[src/rtl/mdu_div_seq_pkg.sv]
// Shared definitions for the sequential RISC-V divider.
// Op encodings, FSM states, iteration count and the latched-operation context.
package mdu_div_seq_pkg;

    localparam int DIV_ITER = 32;

    localparam logic [1:0] OP_DIV  = 2'b00;
    localparam logic [1:0] OP_DIVU = 2'b01;
    localparam logic [1:0] OP_REM  = 2'b10;
    localparam logic [1:0] OP_REMU = 2'b11;

    typedef enum logic [1:0] {
        S_IDLE = 2'd0,
        S_CALC = 2'd1,
        S_DONE = 2'd2
    } div_state_e;

    typedef struct packed {
        logic [1:0]  op;
        logic [4:0]  rd;
        logic        div0;
        logic        ovf;
        logic        neg_quo;
        logic        neg_rem;
        logic [31:0] dvd;
    } div_ctx_t;

    function automatic logic [31:0] neg_if(input logic c, input logic [31:0] v);
        return c ? (~v + 32'd1) : v;
    endfunction

endpackage

[src/rtl/mdu_div_seq_div_iter_step.sv]
// One restoring shift-subtract step on unsigned magnitudes.
// Shifts the next dividend bit into the partial remainder and emits one quotient bit.
module div_iter_step (
    input  logic [31:0] rem_i,
    input  logic [31:0] quo_i,
    input  logic [31:0] divisor_i,
    output logic [31:0] rem_o,
    output logic [31:0] quo_o
);

    logic [32:0] shf;
    logic [32:0] diff;

    // Trial subtract; a clear borrow bit means the divisor fits.
    always_comb begin
        shf   = {rem_i, quo_i[31]};
        diff  = shf - {1'b0, divisor_i};
        rem_o = diff[32] ? shf[31:0] : diff[31:0];
        quo_o = {quo_i[30:0], ~diff[32]};
    end

endmodule

[src/rtl/mdu_div_seq.sv]
// Sequential 32-bit divider (DIV/DIVU/REM/REMU), one iteration per cycle.
// Define MDU_EARLY_OUT_EN to skip CALC for divide-by-zero and signed overflow.
module mdu_div_seq
    import mdu_div_seq_pkg::*;
(
    input  logic        clk,
    input  logic        rst_n,
    input  logic        start_i,
    input  logic [1:0]  op_i,
    input  logic [31:0] dividend_i,
    input  logic [31:0] divisor_i,
    input  logic [4:0]  rd_addr_i,
    input  logic        flush_i,
    output logic        busy_o,
    output logic [31:0] result_o,
    output logic        result_valid_o,
    output logic [4:0]  rd_addr_o
);

    localparam logic [4:0] CNT_LAST = 5'(DIV_ITER - 1);

    div_state_e  state_q, state_d;
    logic [4:0]  cnt_q, cnt_d;
    logic [31:0] rem_q, rem_d;
    logic [31:0] quo_q, quo_d;
    logic [31:0] dvs_q, dvs_d;
    div_ctx_t    ctx_q, ctx_d;
    logic [31:0] res_q, res_d;
    logic [4:0]  rdo_q, rdo_d;

    logic [31:0] step_rem;
    logic [31:0] step_quo;
    logic        sgn;
    logic        a_neg;
    logic        b_neg;
    logic        div0_s;
    logic        ovf_s;
    logic [31:0] q_fin;
    logic [31:0] r_fin;
    logic [31:0] res_fin;
    logic        fire;

    div_iter_step u_step (
        .rem_i     (rem_q),
        .quo_i     (quo_q),
        .divisor_i (dvs_q),
        .rem_o     (step_rem),
        .quo_o     (step_quo)
    );

    // Classify the incoming request: signedness and the special cases.
    always_comb begin
        sgn    = ~op_i[0];
        a_neg  = sgn & dividend_i[31];
        b_neg  = sgn & divisor_i[31];
        div0_s = (divisor_i == 32'd0);
        ovf_s  = sgn & (dividend_i == 32'h8000_0000)
                     & (divisor_i == 32'hFFFF_FFFF);
    end

    // Fix up signs and force the special-case results.
    always_comb begin
        q_fin = neg_if(ctx_q.neg_quo, quo_q);
        r_fin = neg_if(ctx_q.neg_rem, rem_q);
        if (ctx_q.div0) begin
            q_fin = 32'hFFFF_FFFF;
            r_fin = ctx_q.dvd;
        end else if (ctx_q.ovf) begin
            q_fin = 32'h8000_0000;
            r_fin = 32'd0;
        end
        res_fin = ctx_q.op[1] ? r_fin : q_fin;
    end

    // Outputs: write strobe in DONE, otherwise hold the last written values.
    always_comb begin
        fire           = (state_q == S_DONE) & ~flush_i;
        result_valid_o = fire;
        result_o       = fire ? res_fin : res_q;
        rd_addr_o      = fire ? ctx_q.rd : rdo_q;
        busy_o         = ((state_q == S_IDLE) & start_i)
                       | (state_q == S_CALC);
    end

    // Next-state logic for the FSM and the iteration datapath.
    always_comb begin
        state_d = state_q;
        cnt_d   = cnt_q;
        rem_d   = rem_q;
        quo_d   = quo_q;
        dvs_d   = dvs_q;
        ctx_d   = ctx_q;
        res_d   = res_q;
        rdo_d   = rdo_q;
        unique case (state_q)
            S_IDLE: begin
                if (start_i && !flush_i) begin
                    state_d       = S_CALC;
                    cnt_d         = 5'd0;
                    rem_d         = 32'd0;
                    quo_d         = neg_if(a_neg, dividend_i);
                    dvs_d         = neg_if(b_neg, divisor_i);
                    ctx_d.op      = op_i;
                    ctx_d.rd      = rd_addr_i;
                    ctx_d.div0    = div0_s;
                    ctx_d.ovf     = ovf_s;
                    ctx_d.neg_quo = a_neg ^ b_neg;
                    ctx_d.neg_rem = a_neg;
                    ctx_d.dvd     = dividend_i;
`ifdef MDU_EARLY_OUT_EN
                    if (div0_s || ovf_s) begin
                        state_d = S_DONE;
                    end
`endif
                end
            end
            S_CALC: begin
                if (flush_i) begin
                    state_d = S_IDLE;
                end else begin
                    rem_d = step_rem;
                    quo_d = step_quo;
                    cnt_d = cnt_q + 5'd1;
                    if (cnt_q == CNT_LAST) begin
                        state_d = S_DONE;
                    end
                end
            end
            S_DONE: begin
                state_d = S_IDLE;
                if (!flush_i) begin
                    res_d = res_fin;
                    rdo_d = ctx_q.rd;
                end
            end
            default: state_d = S_IDLE;
        endcase
    end

    // State registers with asynchronous active-low reset.
    always_ff @(posedge clk or negedge rst_n) begin
        if (!rst_n) begin
            state_q <= S_IDLE;
            cnt_q   <= 5'd0;
            rem_q   <= 32'd0;
            quo_q   <= 32'd0;
            dvs_q   <= 32'd0;
            ctx_q   <= '0;
            res_q   <= 32'd0;
            rdo_q   <= 5'd0;
        end else begin
            state_q <= state_d;
            cnt_q   <= cnt_d;
            rem_q   <= rem_d;
            quo_q   <= quo_d;
            dvs_q   <= dvs_d;
            ctx_q   <= ctx_d;
            res_q   <= res_d;
            rdo_q   <= rdo_d;
        end
    end

endmodule

[config.mk]
export PLATFORM = sky130hd
export DESIGN_NAME = mdu_div_seq
export DESIGN_NICKNAME = d
export VERILOG_FILES = /design/src/rtl/mdu_div_seq_pkg.sv /design/src/rtl/mdu_div_seq_div_iter_step.sv /design/src/rtl/mdu_div_seq.sv
export SDC_FILE = /design/constraint.sdc
export NUM_CORES = 1
export LEC_CHECK = 0
export BUFFER_PORTS_ARGS = -buffer_cell sky130_fd_sc_hd__buf_2
export CAP_MARGIN = 20
export CORE_AREA = 2 2 180 182
export DETAILED_ROUTE_END_ITERATION = 8
export DIE_AREA = 0 0 182 184
export GPL_TIMING_DRIVEN = 1
export SYNTH_ARGS = -nofsm -noshare
export SYNTH_HDL_FRONTEND = slang
export SYNTH_SLANG_ARGS = --single-unit
[constraint.sdc]
create_clock -name clk -period 8.68 [get_ports clk]
set_clock_uncertainty 0.2 [all_clocks]
set_input_delay 1.302 -clock clk [delete_from_list [all_inputs] [get_ports clk]]
set_output_delay 1.302 -clock clk [all_outputs]
set_load 0.05 [all_outputs]
==> flow_summary.toml <==
[place]
portBuffers = 113
place_area_sq_um = 13300
pre_cts_slack_ps = 3710
dp.cells = 1987
dp_hpwl_microns = 28000
finalWeightedCongestion = 0.922

[critical_path]
rrSetupSlack_ps = 4840
path_max_fanout = 5
cp.required_ps = 7180
cp.arrival_ps = 3890
rr_worst_depth = 12
worstReg2RegStart = "quo_q[31]"
r2r_end = "rem_q[28]"
worstSetupEndpointType = "primary output"
worstSetupPathType = "reg -> out"
start_kind = "flip-flop"

[synth]
synth_area_sq_um = 12400
yosys_warnings = 0
syn_avg_cell_area_sq_um = 8.03
syn_inst = 1546
ys_seq_area_frac = 0.367
async_flop_share = 1.00
synth_nets = 1661
synth_top_cell_area_share = 0.367
synth_cell_type_count = 69
ys_top_cells_by_area = "dfrtp_1 (37%), nand2_1 (9.0%), o21ai_0 (7.2%), xnor2_1 (5.7%), a21oi_1 (4.8%)"
yosysTopAreaCell = "dfrtp_1"
ys_ff_latch = 182
synth-main-ff-cell = "dfrtp_1"
synth_edf_count = 0

[flow_run]
cap_violations = 0

[power]
p_leak_nw = 6.28
max-vdd-ir-drop_v = 0.000151
p_total_mw = 2.59
power_density_nw_per_um2 = 187

[clock_tree]
cts_setup_buffers = 0
cts_num_sinks = 182
tritoncts = "done"
clk_latency_ps = 450
root_buffer = "clkbuf_16"
cts_buffers = 17
clk_pin_slew_ps = 80
post_cts_resized = 0
cts.path.max_buffers = 2
h-tree-depth = 4
ctsHoldBuffers = 0

[global_routing]
grt_pass1_vias = 11045
grt_pass1_wl_microns = 60800
antenna_found_initial = 2
grt_max_degree = 109
grt_use_total = 0.231
overflow = 0

[timing]
finalHoldViolCount = 0
grt_setup_unrepaired = "false"
relSlewSlack = 0.272
worst_pin_slew_ps = 1090
setup_tns_ps = 0
period_share = 0.622
final.setup.worst_slack_ps = 3280
setup_violations = 0
fmax_mhz = 185
final_max_slew_viol_count = 0
fin_crit_ps = 5400

[drt]
wl_per_cell_microns = 19.0
drt.antenna.violating_nets = 0
vias = 11479
drcViolationCount = 0
routed_via_density = 5.68
dr.first_iter.drc_count = 801
routed_wl_microns = 38400
dr.pass1.iters = 7

[cells_and_area]
nets = 1721
drive_gt1_frac = 0.116
layout_common_cells = "nand2_1 (298), dfrtp_1 (182), o21ai_0 (178)"
stdcell_count = 2022
fin_area_sq_um = 13900
nFillCells = 3145
final_common_cell = "nand2_1"
area_growth_pct = 11.8

[worst_hold_path]
min_path_type = "reg -> reg"
hold-path-endpoint = "res_q[4]"
hp-start = "res_q[4]"
hold_depth = 2

[die]
rows = 65
die_area_sq_um = 33500
ioPinCount = 114
core_sq_um = 31400
dieHeight_microns = 184
die_w_microns = 182
initial_core_util = 0.395

[run_status]
status = "finished, final reports clean"
[per-layer routing]
layer  track usage  up-vias  share of wire
met5             0        -        0.00042
met4        0.0748        2          0.025
met3        0.0307       57          0.055
met2         0.383      370           0.47
met1         0.313     5485           0.45
li1              -     5565              -
[critical path: stages (launching register included)]
cell and delay (ps):
dfrtp_1 420, inv_1 180, ha_1 200, nand2b_1 130, o41ai_1 560, nand2_1 210, a21oi_1 430, nand2_1 140
xnor2_1 170, o21ai_0 260, o22ai_1 180, o21ai_0 260, buf_2 310
[sequential cells by signal (all words and copies together) (netlist names)]
name     count
ctx_q       42
cnt_q        5
rem_q       32
quo_q       32
dvs_q       32
state_q      2
res_q       32
rdo_q        5
[Yosys cell counts (5+ instances only)]
cell and count:
inv_1 57, nand2_1 298, nand3_1 33, nor2_1 83, buf_1 5, xnor2_1 81, o311ai_0 19, xor2_1 63
nor3_1 21, o21ai_0 178, a31oi_1 14, a221oi_1 5, or4_1 17, mux2_2 5, mux2i_1 15, a21o_1 16
o22ai_1 9, nand4_1 14, nor4_1 12, or3_1 16, dfrtp_1 182, nand2b_1 17, nor2b_1 14, a222oi_1 5
o31ai_1 28, a21oi_1 120, o41ai_1 9, and3_1 8, ha_1 39, clkbuf_1 82
[stage by stage]
stage,hold slack [ps],utilization
after floorplan,237,-
after global placement,247,0.423
after detailed placement,253,0.424
after CTS,273,0.442
after global routing,292,0.442
final,269,0.442
[final cells by class]
class                      count  area, sq um  area share
tap                          402          503      0.0362
clock inverter                15          141      0.0102
multi-input combinational   1219         7320       0.528
inverter                      57          214      0.0154
clock buffer                  17          425      0.0306
timing repair buffer         129          714      0.0515
sequential                   182         4550       0.328
antenna                        1         2.50    0.000180
[where the power goes]
part,internal (mW),switching [mW]
clock,0.379,0.383
combinational,0.293,0.471
sequential,0.952,0.115
total,1.62,0.969
[cell families after synthesis]
kind of cell,count (synthesis),synth area share
buffers and inverters,145,0.0440
multiplexers,20,0.0166
adder cells (fa/ha/maj),40,0.0409
AND/OR/NAND/NOR,562,0.208
XOR/XNOR,144,0.102
flip-flops,182,0.367
AO/OA/AOI/OAI,453,0.222
[worst max path at each step]
stage | startpoint | depth (start not counted) | to | slack [ps]
after floorplan | quo_q[12] | 8 | result_o[24] | 3720
after global placement | flush_i | 8 | result_o[26] | 3760
after detailed placement | flush_i | 8 | result_o[26] | 3710
after CTS | rem_q[0] | 12 | result_o[28] | 3290
after global routing | rem_q[0] | 12 | result_o[28] | 3020
final | rem_q[0] | 12 | result_o[28] | 3280
(Power assumes the default switching activity.)
